File: config.mk
export PLATFORM = sky130hd
export DESIGN_NAME = uart_rx_ctrl
export DESIGN_NICKNAME = d
export VERILOG_FILES = /design/src/rtl/uart_rx_ctrl.sv
export SDC_FILE = /design/constraint.sdc
export NUM_CORES = 1
export LEC_CHECK = 0
export BUFFER_PORTS_ARGS = -buffer_cell sky130_fd_sc_hd__clkbuf_2
export CORE_UTILIZATION = 54
export DETAILED_ROUTE_END_ITERATION = 7
export PLACE_DENSITY = 0.78
export RECOVER_POWER = 100
export SYNTH_ARGS = -nofsm -noshare
export SYNTH_HDL_FRONTEND = slang
export SYNTH_SLANG_ARGS = --single-unit
File: constraint.sdc
create_clock -name CLK -period 2.7 [get_ports CLK]
set_input_delay 0.27 -clock CLK [delete_from_list [all_inputs] [get_ports CLK]]
set_output_delay 0.27 -clock CLK [all_outputs]
set_load 0.005 [all_outputs]
File: src/rtl/uart_rx_ctrl.sv
// UART receive frame controller: start detection, oversampling edge
// counter, LSB-first deserialiser, parity/stop checking and strobes.
module uart_rx_ctrl #(
    parameter int DATA_WIDTH = 8
) (
    input  logic                  CLK,
    input  logic                  RST,
    input  logic                  RX_IN,
    input  logic [5:0]            prescale,
    input  logic                  PAR_EN,
    input  logic                  PAR_TYP,
    input  logic                  sampled_bit,
    output logic [3:0]            edge_cnt,
    output logic                  dat_samp_en,
    output logic [DATA_WIDTH-1:0] P_DATA,
    output logic                  data_valid,
    output logic                  par_err,
    output logic                  stp_err
);

    localparam int BW = $clog2(DATA_WIDTH + 1);
    localparam logic [BW-1:0] LAST_BIT = BW'(DATA_WIDTH - 1);

    typedef enum logic [2:0] {
        IDLE,
        START,
        DATA,
        PARITY,
        STOP
    } state_t;

    state_t state;
    state_t next_state;

    logic                  p16;
    logic                  par_en_lat;
    logic                  par_typ_lat;
    logic                  par_flag;
    logic [BW-1:0]         bit_cnt;
    logic [DATA_WIDTH-1:0] shift_reg;

    logic                  legal;
    logic                  start_det;
    logic                  last_edge;
    logic                  par_exp;

    assign legal     = (prescale == 6'd8) || (prescale == 6'd16);
    assign last_edge = (edge_cnt == (p16 ? 4'd15 : 4'd7));
    assign par_exp   = (^shift_reg) ^ par_typ_lat;

    // State register
    always_ff @(posedge CLK or posedge RST) begin
        if (RST) begin
            state <= IDLE;
        end else begin
            state <= next_state;
        end
    end

    // Next-state logic; start_det marks the start-bit detection cycle
    always_comb begin
        next_state = state;
        start_det  = 1'b0;
        unique case (state)
            IDLE: begin
                if (!RX_IN && legal) begin
                    next_state = START;
                    start_det  = 1'b1;
                end
            end
            START: begin
                if (last_edge) begin
                    next_state = sampled_bit ? IDLE : DATA;
                end
            end
            DATA: begin
                if (last_edge && bit_cnt == LAST_BIT) begin
                    next_state = par_en_lat ? PARITY : STOP;
                end
            end
            PARITY: begin
                if (last_edge) begin
                    next_state = STOP;
                end
            end
            STOP: begin
                if (last_edge) begin
                    next_state = IDLE;
                end
            end
            default: next_state = IDLE;
        endcase
    end

    // Frame configuration latched at start detection
    always_ff @(posedge CLK or posedge RST) begin
        if (RST) begin
            p16         <= 1'b0;
            par_en_lat  <= 1'b0;
            par_typ_lat <= 1'b0;
        end else if (start_det) begin
            p16         <= (prescale == 6'd16);
            par_en_lat  <= PAR_EN;
            par_typ_lat <= PAR_TYP;
        end
    end

    // Edge counter and sampling enable; detection cycle is edge 0
    always_ff @(posedge CLK or posedge RST) begin
        if (RST) begin
            edge_cnt    <= 4'd0;
            dat_samp_en <= 1'b0;
        end else begin
            dat_samp_en <= (next_state != IDLE);
            if (start_det) begin
                edge_cnt <= 4'd1;
            end else if (state != IDLE) begin
                edge_cnt <= last_edge ? 4'd0 : edge_cnt + 4'd1;
            end else begin
                edge_cnt <= 4'd0;
            end
        end
    end

    // Deserialiser and parity check
    always_ff @(posedge CLK or posedge RST) begin
        if (RST) begin
            bit_cnt   <= '0;
            shift_reg <= '0;
            par_flag  <= 1'b0;
        end else if (start_det) begin
            bit_cnt  <= '0;
            par_flag <= 1'b0;
        end else if (last_edge) begin
            if (state == DATA) begin
                shift_reg <= {sampled_bit, shift_reg[DATA_WIDTH-1:1]};
                bit_cnt   <= bit_cnt + 1'b1;
            end else if (state == PARITY) begin
                par_flag <= (sampled_bit != par_exp);
            end
        end
    end

    // Frame-end strobes and output byte
    always_ff @(posedge CLK or posedge RST) begin
        if (RST) begin
            P_DATA     <= '0;
            data_valid <= 1'b0;
            par_err    <= 1'b0;
            stp_err    <= 1'b0;
        end else begin
            data_valid <= 1'b0;
            par_err    <= 1'b0;
            stp_err    <= 1'b0;
            if (state == STOP && last_edge) begin
                par_err <= par_flag;
                stp_err <= ~sampled_bit;
                if (sampled_bit && !par_flag) begin
                    data_valid <= 1'b1;
                    P_DATA     <= shift_reg;
                end
            end
        end
    end

endmodule
# Word level (Yosys, flattened, before mapping)
# Index checks and enable logic that the tools add are counted.
[word_totals]
register_bits = 35
inputBits = 12
out_inout_bits = 16
elab_cells = 71
[op_classes]
add_sub_neg = 2
n_eq_ne = 10
muxes = 25
bitwise_logic = 3
n_reduce_logical = 18
[ops]
columns = ["cell", "n"]
rows = [
  ["two-way mux 4 bit", 7],
  ["two-way mux 3 bit", 6],
  ["one-hot mux 3 bit (5 select lines)", 1],
  ["two-way mux 1 bit", 10],
  ["adder 4 x 1 -> 4 bit (second input constant)", 2],
  ["XOR reduction 8 bit", 1],
  ["equality test 3 x 2 -> 1 bit (second input constant)", 2],
  ["equality test 6 x 4 -> 1 bit (second input constant)", 1],
  ["equality test 6 x 5 -> 1 bit (second input constant)", 1],
  ["AND reduction 3 bit", 2],
  ["nonzero test 2 bit", 3],
  ["nonzero test 3 bit", 2],
  ["equality test 4 x 3 -> 1 bit (second input constant)", 1],
  ["equality test 4 bit", 1],
  ["logical AND 1 bit", 4],
  ["AND reduction 2 bit", 2],
  ["equality test 3 x 1 -> 1 bit (second input constant)", 1],
  ["equality test 3 bit (second input constant)", 1],
  ["logical NOT 3 bit", 1],
  ["logical NOT 1 bit", 2],
  ["two-way mux 2 bit", 1],
  ["!= test 2 bit (second input constant)", 1],
  ["NOT 1 bit", 2],
  ["logical OR 1 bit", 1],
  ["2 further kinds", 2],
]

# Logic depth before layout (Yosys ltp)
# Gate-level depths: netlist of the first run.
[logic_depth]
depth_word = 7
depth_mapped = 6
depth_no_buf = 5

# Worst setup path after synthesis of the first run
# No wires, ideal clock.
[synth_timing]
path_kind = "register to register"
from = "register edge_cnt[0]"
to = "register P_DATA[0]"
setup_time_ns = 0.125
arrival_ns = 1.896
required_time_ns = 2.575
slack_ns = 0.679
path_stages_with_launch = 7
synth_period_minus_slack_ns = 2.021
path_cell_list = "dfrtp_1 > ha_1 > nand2_1 > or2_1 > buf_6 > nor4b_4 > mux2_2"
[synth_between]
elab_chain_len = 3
[synth_rtl]
columns = ["element", "line_no", "text"]
rows = [
  ["start: declaration", "13", "output logic [3:0] edge_cnt,"],
  ["start signal: assignment", "118", "edge_cnt <= last_edge ? 4'd0 : edge_cnt + 4'd1;"],
  ["equality test 4 bit", "48", "assign last_edge = (edge_cnt == (p16 ? 4'd15 : 4'd7));"],
  ["logical AND 1 bit", "155", "if (state == STOP && last_edge) begin"],
  ["AND reduction 2 bit (no source line)", "--", ""],
  ["end signal: assignment", "160", "P_DATA <= shift_reg;"],
  ["end: declaration", "15", "output logic [DATA_WIDTH-1:0] P_DATA,"],
]
# Every way passes these cells.
# A chain may end at the register's enable or synchronous reset.

# Final worst setup path of the first run
[layout_timing]
from = "register state[2]"
to = "register bit_cnt[2]"
[layout_between]
elab_chain_len = 4
word_cells_on_any_way = 7
[layout_rtl]
columns = ["element", "line_no", "text"]
rows = [
  ["start: declaration", "32", "state_t state;"],
  ["start signal: assignment", "56", "state <= next_state;"],
  ["logical NOT 3 bit", "64", "unique case (state)"],
  ["two-way mux 1 bit", "64", ""],
  ["nonzero test 2 bit (no source line)", "--", ""],
  ["AND reduction 2 bit (no source line)", "--", ""],
  ["end signal: assignment", "137", "bit_cnt <= bit_cnt + 1'b1;"],
  ["end: declaration", "39", "logic [BW-1:0] bit_cnt;"],
]
# Several ways; a longest one is shown, not always the timed one.

==> results of run 1 <==
==> cell type report <==
type                    count  area [um^2]  share of cell area (%)
clock inverters             3         67.6                    3.60
multi-input cells          82          689                    36.7
flip-flops and latches     35          876                    46.6
repair buffers             32          159                    8.46
well taps                  31         38.8                    2.06
inverters                   3         11.3                   0.599
clock buffers               5         37.5                    2.00
==> critical path: stages (launching register included) <==
cell and delay [ps]:
dfrtp_1 480, or3b_2 530, nor3_2 140, clkbuf_1 540, nor2b_1 220, a221o_1 390
==> per-layer routing <==
layer | share of wire, % | GRT usage, %
met1 | 42 | 27.1
met2 | 51 | 33.2
met3 | 4.8 | 7.83
met4 | 2.4 | 10.1
met5 | 0 | 0
==> cell usage in the layout, fill, tap and decap left out, drive strengths merged, types with 2 or more instances in the layout <==
cell,netlist,routed
bufinv,0,2
clkbuf,0,35
dfrtp,35,35
ha,2,2
inv,3,3
mux2,19,19
nand2,6,6
nand3,3,3
nand3b,2,2
nand4,2,2
nor2,4,4
nor2b,3,3
nor3,6,6
nor4b,2,2
o21ai,3,3
xnor2,7,7
xor2,4,4
==> kinds of logic (layout without fill, tap and decap cells) <==
logic type,after synthesis,in the layout,share of synthesized area [%]
buf+inv,6,43,2.04
compound gates,12,12,5.56
flops,35,35,54.8
xor+xnor,12,12,7.44
fa+ha+maj,2,2,1.57
simple gates,36,36,14.6
mux,20,20,14.0
==> how the worst max path moves through the flow <==
stage	startpoint	end	depth (start not counted)
final	state[2]	bit_cnt[2]	5
after global routing	state[1]	bit_cnt[2]	5
after CTS	edge_cnt[1]	P_DATA[0]	5
after detailed placement	edge_cnt[0]	P_DATA[1]	5
after global placement	edge_cnt[0]	P_DATA[2]	5
after floorplan	edge_cnt[0]	P_DATA[0]	6
==> cell usage after synthesis (2+ instances only) <==
cell type  number  share of area [%]
nor3_1          5                1.6
nand3_1         3               0.94
o21ai_0         3               0.94
ha_1            2                1.6
nor2_1          4               0.94
xnor2_1         7                3.8
xor2_1          4                2.2
nor2b_1         3                1.2
mux2_2         19                 13
nand3b_1        2               0.94
dfrtp_1        35                 55
inv_1           3               0.70
buf_2           2               0.63
nand2_1         6                1.4
==> through the flow <==
step                      util, %  cells  area (um^2)
final                        67.6    191         1880
after CTS                    68.2    191         1900
after detailed placement     64.0    182         1780
after global routing         67.6    191         1880
after floorplan                 -    123         1600
after global placement       64.0    182         1780
==> power breakdown <==
group	total (uW)	internal [uW]	switching [uW]
logic	116	58.5	57.5
registers	577	550	26.6
clock network	468	288	180
total	1160	896	264
==> flow_metrics.env, run 1 <==
export IMPL_yosys_warnings=0
export IMPL_ir_drop_v=0.000745
export IMPL_worst_pin_slew_ps=670
export IMPL_ant_nets=0
export IMPL_min_to="par_en_lat"
export IMPL_die_y_um=56.4
export IMPL_n_fill_cell=214
export IMPL_slew_violations=0
export IMPL_powerDensity_nw_per_um2=618
export IMPL_cts_resized=0
export IMPL_r2r_end="bit_cnt[2]"
export IMPL_synthFlopType="dfrtp_1"
export IMPL_whs_ps=163
export IMPL_ys_async_sr_fraction_pct=100
export IMPL_clock_tree_buffer_depth=2
export IMPL_grt_pass1_wl_um=5070
export IMPL_cts_tree="built"
export IMPL_rr_startpoint="state[2]"
export IMPL_ys_seq_elements=35
export IMPL_cts_sinks=35
export IMPL_ff2ff_setup_slack_ps=310
export IMPL_clock_latency_ps=340
export IMPL_cts_root_buffer="clkbuf_4"
export IMPL_synth_edf_count=0
export IMPL_route_detailed_drc=0
export IMPL_antenna_found_initial=0
export IMPL_syn_avg_cell_area_um2=13.0
export IMPL_place_congestion=0.824
export IMPL_wl_per_cell_um=15.5
export IMPL_setup_viol=0
export IMPL_hold_start="PAR_EN"
export IMPL_critPathLaunchType="flip-flop"
export IMPL_finalCritPeriodShare_pct=88.6
export IMPL_cp_arrival_ps=2630
export IMPL_period_needed_ps=2390
export IMPL_start_util_pct=57.4
export IMPL_path_clk_slew_ps=110
export IMPL_status="completed"
export IMPL_h_tree_depth=2
export IMPL_hold_class="in -> reg"
export IMPL_slew_headroom_pct=55.4
export IMPL_worst_slack_ps=307
export IMPL_maxCapViolCount=0
export IMPL_drt_iter0_markers=26
export IMPL_syn_nets=137
export IMPL_hold_buffers=1
export IMPL_end_kind="flip-flop"
export IMPL_syn_to_final_growth_pct=17.6
export IMPL_core_um2=2780
export IMPL_grt_max_degree=36
export IMPL_io_pins=28
export IMPL_fp_dieW_um=56.4
export IMPL_grt_remaining_overflow=0
export IMPL_fin_setup_tns_ps=0
export IMPL_rsz0062_at_grt="false"
export IMPL_leakage_uw=0.000952
export IMPL_synthDistinctLibCells=39
export IMPL_routed_wl_um=2960
export IMPL_total_power_uw=1160
export IMPL_max_freq_ghz=0.418
export IMPL_rr_worst_depth=5
export IMPL_critPathRequiredTime_ps=2930
export IMPL_portBuffers=27
export IMPL_holdPathStages=2
export IMPL_vias=1081
export IMPL_nets=173
export IMPL_grtUsageTotal_pct=21.5
export IMPL_num_rows=19
export IMPL_antenna_cells=0
export IMPL_postCtsSetupBuffers=0
export IMPL_pre_cts_ws_ps=473
export IMPL_report_final_hold_viol_count=0
export IMPL_crit_fanout=14
export IMPL_dp_hpwl_um=2130
export IMPL_via_per_inst=5.66
export IMPL_syn_area_um2=1600
export IMPL_dr_pass1_iters=4
export IMPL_synth_cells=123
export IMPL_seq_area_frac_synth_pct=54.8
export IMPL_numCtsBuffers=5
export IMPL_first_global_vias=1098
export IMPL_die_area_um2=3180
export IMPL_clock_skew_ps=10.7
export IMPL_drive_gt1_share_pct=35.6
export IMPL_critPathKind="reg -> reg"
Note: power is estimated with default switching activity, not from simulation.
==> run 2: changes to the inputs <==
--- a/config.mk
+++ b/config.mk
@@ -6,9 +6,10 @@
 export NUM_CORES = 1
 export LEC_CHECK = 0
 export BUFFER_PORTS_ARGS = -buffer_cell sky130_fd_sc_hd__clkbuf_2
-export CORE_UTILIZATION = 54
+export CORE_MARGIN = 4
+export CORE_UTILIZATION = 49
 export DETAILED_ROUTE_END_ITERATION = 7
-export PLACE_DENSITY = 0.78
+export PLACE_DENSITY = 0.75
 export RECOVER_POWER = 100
 export SYNTH_ARGS = -nofsm -noshare
 export SYNTH_HDL_FRONTEND = slang
==> constraint.sdc (replaced) <==
create_clock -name CLK -period 2 [get_ports CLK]
set_input_delay 0.2 -clock CLK [delete_from_list [all_inputs] [get_ports CLK]]
set_output_delay 0.2 -clock CLK [all_outputs]
set_load 0.005 [all_outputs]
==> run 2 against run 1 <==
Clock skew down 6.6 ps. Routed wire length up 1.3%. Largest cell class unchanged. Count of clock-buffer cells in the layout up 3. Cell count increased by 9.9%. Critical path type unchanged. Clock power fell by 7.3%.
==> flow_metrics.env, run 2 (synthesis gave the netlist of run 1 again) <==
export IMPL_status="completed"
export IMPL_crit_fanout=9
export IMPL_vias=1090
export IMPL_wl_per_cell_um=14.3
export IMPL_core_um2=3080
export IMPL_antenna_found_initial=0
export IMPL_n_fill_cell=268
export IMPL_multi_input_area_um2=689
export IMPL_path_clk_slew_ps=100
export IMPL_ir_drop_v=0.000408
export IMPL_die_y_um=65.1
export IMPL_end_kind="flip-flop"
export IMPL_io_pins=28
export IMPL_die_area_um2=4240
export IMPL_h_tree_depth=2
export IMPL_hold_class="in -> reg"
export IMPL_fp_dieW_um=65.1
export IMPL_maxCapViolCount=0
export IMPL_critPathKind="reg -> reg"
export IMPL_numCtsBuffers=5
export IMPL_period_needed_ps=1910
export IMPL_critPathRequiredTime_ps=2230
export IMPL_fin_util_pct=61.7
export IMPL_cp_arrival_ps=2130
export IMPL_start_util_pct=51.9
export IMPL_slew_violations=0
export IMPL_cts_tree="built"
export IMPL_clock_skew_ps=4.04
export IMPL_cts_sinks=35
export IMPL_drt_iter0_markers=39
export IMPL_place_congestion=0.824
export IMPL_final_common_cell="dfrtp_1"
export IMPL_rsz0062_at_grt="false"
export IMPL_leakage_uw=0.000956
export IMPL_portBuffers=27
export IMPL_clock_tree_buffer_depth=2
export IMPL_via_per_inst=5.19
export IMPL_antenna_cells=0
export IMPL_clock_latency_ps=330
export IMPL_final_cell_mix="dfrtp_1, clkbuf_2, mux2_2"
export IMPL_finalCritPeriodShare_pct=95.4
export IMPL_fin_setup_tns_ps=0
export IMPL_grt_pass1_wl_um=5260
export IMPL_setup_viol=0
export IMPL_grtUsageTotal_pct=16.4
export IMPL_dp_hpwl_um=2180
export IMPL_postCtsSetupBuffers=0
export IMPL_routed_wl_um=3000
export IMPL_first_global_vias=1160
export IMPL_slew_headroom_pct=43.0
export IMPL_critPathLaunchType="flip-flop"
export IMPL_dr_pass1_iters=4
export IMPL_syn_to_final_growth_pct=18.8
export IMPL_route_detailed_drc=0
export IMPL_grt_max_degree=36
export IMPL_num_rows=20
export IMPL_ant_nets=0
export IMPL_max_freq_ghz=0.524
export IMPL_grt_remaining_overflow=0
export IMPL_drive_gt1_share_pct=34.9
export IMPL_worst_pin_slew_ps=855
export IMPL_cts_root_buffer="clkbuf_4"
export IMPL_report_final_hold_viol_count=0
export IMPL_nets=179
export IMPL_powerDensity_nw_per_um2=723
export IMPL_seq_area_um2=876
[run 2: worst paths after layout]
kind                                    end  depth (start not counted)   startpoint  slack (ps)
worst max-delay path              P_DATA[2]                          6  edge_cnt[0]          90
worst min register to register    P_DATA[1]                          1    P_DATA[1]         510
worst max register to register    P_DATA[2]                          6  edge_cnt[0]          90
worst min-delay path            par_typ_lat                          2      PAR_TYP          90
min in group asynchronous               p16                          4          RST         640
max in group asynchronous         P_DATA[1]                          4          RST         820
[run 2: area by class of cell]
type / count / share of cell area, %
clock buffers: 8 / 3.63
inverters: 3 / 0.593
multi-input cells: 82 / 36.3
flip-flops and latches: 35 / 46.1
well taps: 44 / 2.90
repair buffers: 38 / 10.4
[run 2: through the flow]
stage	hold slack [ps]	total power, uW	area [um^2]	instances	setup slack (ps)
2_1_floorplan	273	883	1600	123	19.7
3_3_place_gp	290	948	1840	201	150
3_5_place_dp	306	958	1840	201	89.9
4_1_cts	78.5	1390	1920	210	80.4
5_1_grt	87.3	1450	1900	210	6.48
6_report	91.3	1370	1900	210	92.7
[run 2: critical path: stages (launching register included)]
cell	delay, ps
dfrtp_1	410
ha_1	200
nand2_1	140
or2_1	300
nor4b_4	240
buf_6	180
mux2_2	330
[run 2: power breakdown]
part           internal (uW)  switching, uW  total, uW
Combinational           84.8           84.5        169
Clock                    207            227        434
Sequential               743           26.9        769
Total                   1030            339       1370
[run 2: what timing repair did]
action                                  in CTS  in global routing
endpoints found under the hold margin       35                  0
gates resized for setup                      0                  1
endpoints found under the setup margin       0                  7
hold buffers                                 1                  0
[run 2: layer usage]
layer	up-vias	GRT usage [%]	share of wire, %
met5	-	0	0
met4	0	5.70	1.5
met3	5	5.98	5.1
met2	23	27.8	50
met1	540	19.3	44
li1	522	-	-
==> run 3: changes to the inputs <==
--- a/config.mk
+++ b/config.mk
@@ -5,11 +5,14 @@
 export SDC_FILE = /design/constraint.sdc
 export NUM_CORES = 1
 export LEC_CHECK = 0
+export ABC_CLOCK_PERIOD_IN_PS = 2000
 export BUFFER_PORTS_ARGS = -buffer_cell sky130_fd_sc_hd__clkbuf_2
+export CELL_PAD_IN_SITES_DETAIL_PLACEMENT = 1
+export CELL_PAD_IN_SITES_GLOBAL_PLACEMENT = 1
 export CORE_MARGIN = 4
-export CORE_UTILIZATION = 49
+export CORE_UTILIZATION = 40
 export DETAILED_ROUTE_END_ITERATION = 7
-export PLACE_DENSITY = 0.75
+export PLACE_DENSITY = 0.76
 export RECOVER_POWER = 100
 export SYNTH_ARGS = -nofsm -noshare
 export SYNTH_HDL_FRONTEND = slang
==> run 3 against run 2 <==
Critical path depth did not move. Clock power up 9.7%. Core utilization down 11 points. Fmax up 0.53%. Die area grew 20%. Critical endpoint is now bit_cnt[2]. Largest power group unchanged.
==> flow_metrics.env, run 3 (synthesis gave the netlist of run 1 again) <==
export IMPL_portBuffers=27
export IMPL_h_tree_depth=2
export IMPL_ff2ff_setup_slack_ps=100
export IMPL_rr_startpoint="edge_cnt[3]"
export IMPL_fin_util_pct=51.0
export IMPL_nets=180
export IMPL_antenna_found_initial=0
export IMPL_drive_gt1_share_pct=36.5
export IMPL_clock_skew_ps=4.19
export IMPL_final_cell_mix="dfrtp_1, clkbuf_2, mux2_2"
export IMPL_dp_hpwl_um=2570
export IMPL_cts_tree="built"
export IMPL_place_congestion=0.863
export IMPL_fp_dieW_um=71.2
export IMPL_hold_buffers=1
export IMPL_grt_max_degree=36
export IMPL_cts_resized=0
export IMPL_numCtsBuffers=5
export IMPL_die_area_um2=5070
export IMPL_place_area_um2=1850
export IMPL_path_clk_slew_ps=70
export IMPL_io_pins=28
export IMPL_syn_to_final_growth_pct=20.4
export IMPL_rr_worst_depth=6
export IMPL_instances_no_fill=215
export IMPL_cpPeakStageDelay_ps=430
export IMPL_dpl_cell_count=206
export IMPL_ant_nets=0
export IMPL_clock_latency_ps=290
export IMPL_ir_drop_v=0.000435
export IMPL_via_per_inst=5.17
export IMPL_end_kind="flip-flop"
export IMPL_total_power_uw=1420
export IMPL_grtUsageTotal_pct=14.5
export IMPL_fin_setup_tns_ps=0
export IMPL_first_global_vias=1220
export IMPL_setup_viol=0
export IMPL_critPathRequiredTime_ps=2170
export IMPL_num_rows=22
export IMPL_report_final_hold_viol_count=0
export IMPL_route_detailed_drc=0
export IMPL_antenna_cells=0
export IMPL_powerDensity_nw_per_um2=737
export IMPL_critPathKind="reg -> reg"
export IMPL_core_um2=3770
export IMPL_cts_root_buffer="clkbuf_8"
export IMPL_crit_fanout=9
export IMPL_min_to="par_typ_lat"
export IMPL_worst_pin_slew_ps=835
export IMPL_cp_top_family="XOR/XNOR gates"
export IMPL_leakage_uw=0.000971
export IMPL_hold_class="in -> reg"
export IMPL_final_common_cell="dfrtp_1"
export IMPL_dr_pass1_iters=4
export IMPL_routed_wl_um=3250
export IMPL_grt_pass1_wl_um=5660
export IMPL_start_util_pct=42.4
export IMPL_cpMaxStageDelayCell="xor2_1"
export IMPL_holdPathStages=2
export IMPL_slew_violations=0
export IMPL_critPathLaunchType="flip-flop"
export IMPL_rsz0062_at_grt="false"
export IMPL_status="completed"
export IMPL_period_needed_ps=1900
export IMPL_postCtsSetupBuffers=0
export IMPL_slew_headroom_pct=44.3
export IMPL_wl_per_cell_um=15.1
export IMPL_grt_remaining_overflow=0
export IMPL_clock_tree_buffer_depth=2
export IMPL_vias=1111
export IMPL_cp_cell_sequence="xor2_1 -> nor3_2 -> clkbuf_2 -> buf_4 -> and3b_1 -> a221o_1"
export IMPL_cp_arrival_ps=2070
export IMPL_path_buf_inv=2
export IMPL_final_cell_area_um2=1920
export IMPL_r2r_end="bit_cnt[2]"
export IMPL_cts_sinks=35
export IMPL_drt_iter0_markers=23
export IMPL_maxCapViolCount=0
export IMPL_max_freq_ghz=0.527
export IMPL_die_y_um=71.2
export IMPL_hold_start="PAR_TYP"
export IMPL_finalCritPeriodShare_pct=94.9
==> run 3: final cells by class <==
cell class	count	area [um^2]
clock inverters	3	15.0
repair buffers	39	203
fillers	404	1850
inverters	3	11.3
clock buffers	5	68.8
multi-input cells	82	689
flip-flops and latches	35	876
well taps	48	60.1
==> run 3: stage by stage <==
| stage | hold WS (ps) | setup WS, ps |
|---|---|---|
| after floorplan | 273 | 19.7 |
| after global placement | 300 | 198 |
| after detailed placement | 310 | 134 |
| after CTS | 141 | 127 |
| after global routing | 162 | 13.1 |
| final | 149 | 103 |
==> run 3: where the power goes <==
part / internal (uW) / total (uW) / switching (uW)
Combinational: 84.2 / 168 / 83.3
Clock: 238 / 476 / 239
Sequential: 744 / 773 / 29.1
Total: 1070 / 1420 / 351
==> run 3: layer usage <==
layer / vias to the layer above / track usage, % / part of all wire (%)
met1: 557 / 17.1 / 41
met5: - / 0 / 0
li1: 526 / - / -
met2: 18 / 23.8 / 52
met3: 10 / 3.84 / 3.5
met4: 0 / 8.14 / 2.9
==> run 3: worst max path at each step <==
stage                            from     endpoint  slack [ps]  depth (start not counted)
final                     edge_cnt[3]   bit_cnt[2]         100                          6
after global routing      edge_cnt[0]    P_DATA[7]          10                          6
after CTS                 edge_cnt[0]  dat_samp_en         130                          6
after detailed placement  edge_cnt[0]    P_DATA[3]         130                          6
after global placement    edge_cnt[0]  dat_samp_en         200                          6
after floorplan           edge_cnt[0]    P_DATA[0]          20                          6
==> run 3: worst reg2reg max path: cells and delay by family (launching register included) <==
| kind | cells | cell delay (ps) |
|---|---|---|
| AO/OA/AOI/OAI | 1 | 260 |
| flip-flops | 1 | 410 |
| AND/OR/NAND/NOR | 2 | 280 |
| XOR/XNOR | 1 | 430 |
| buffers and inverters | 2 | 400 |
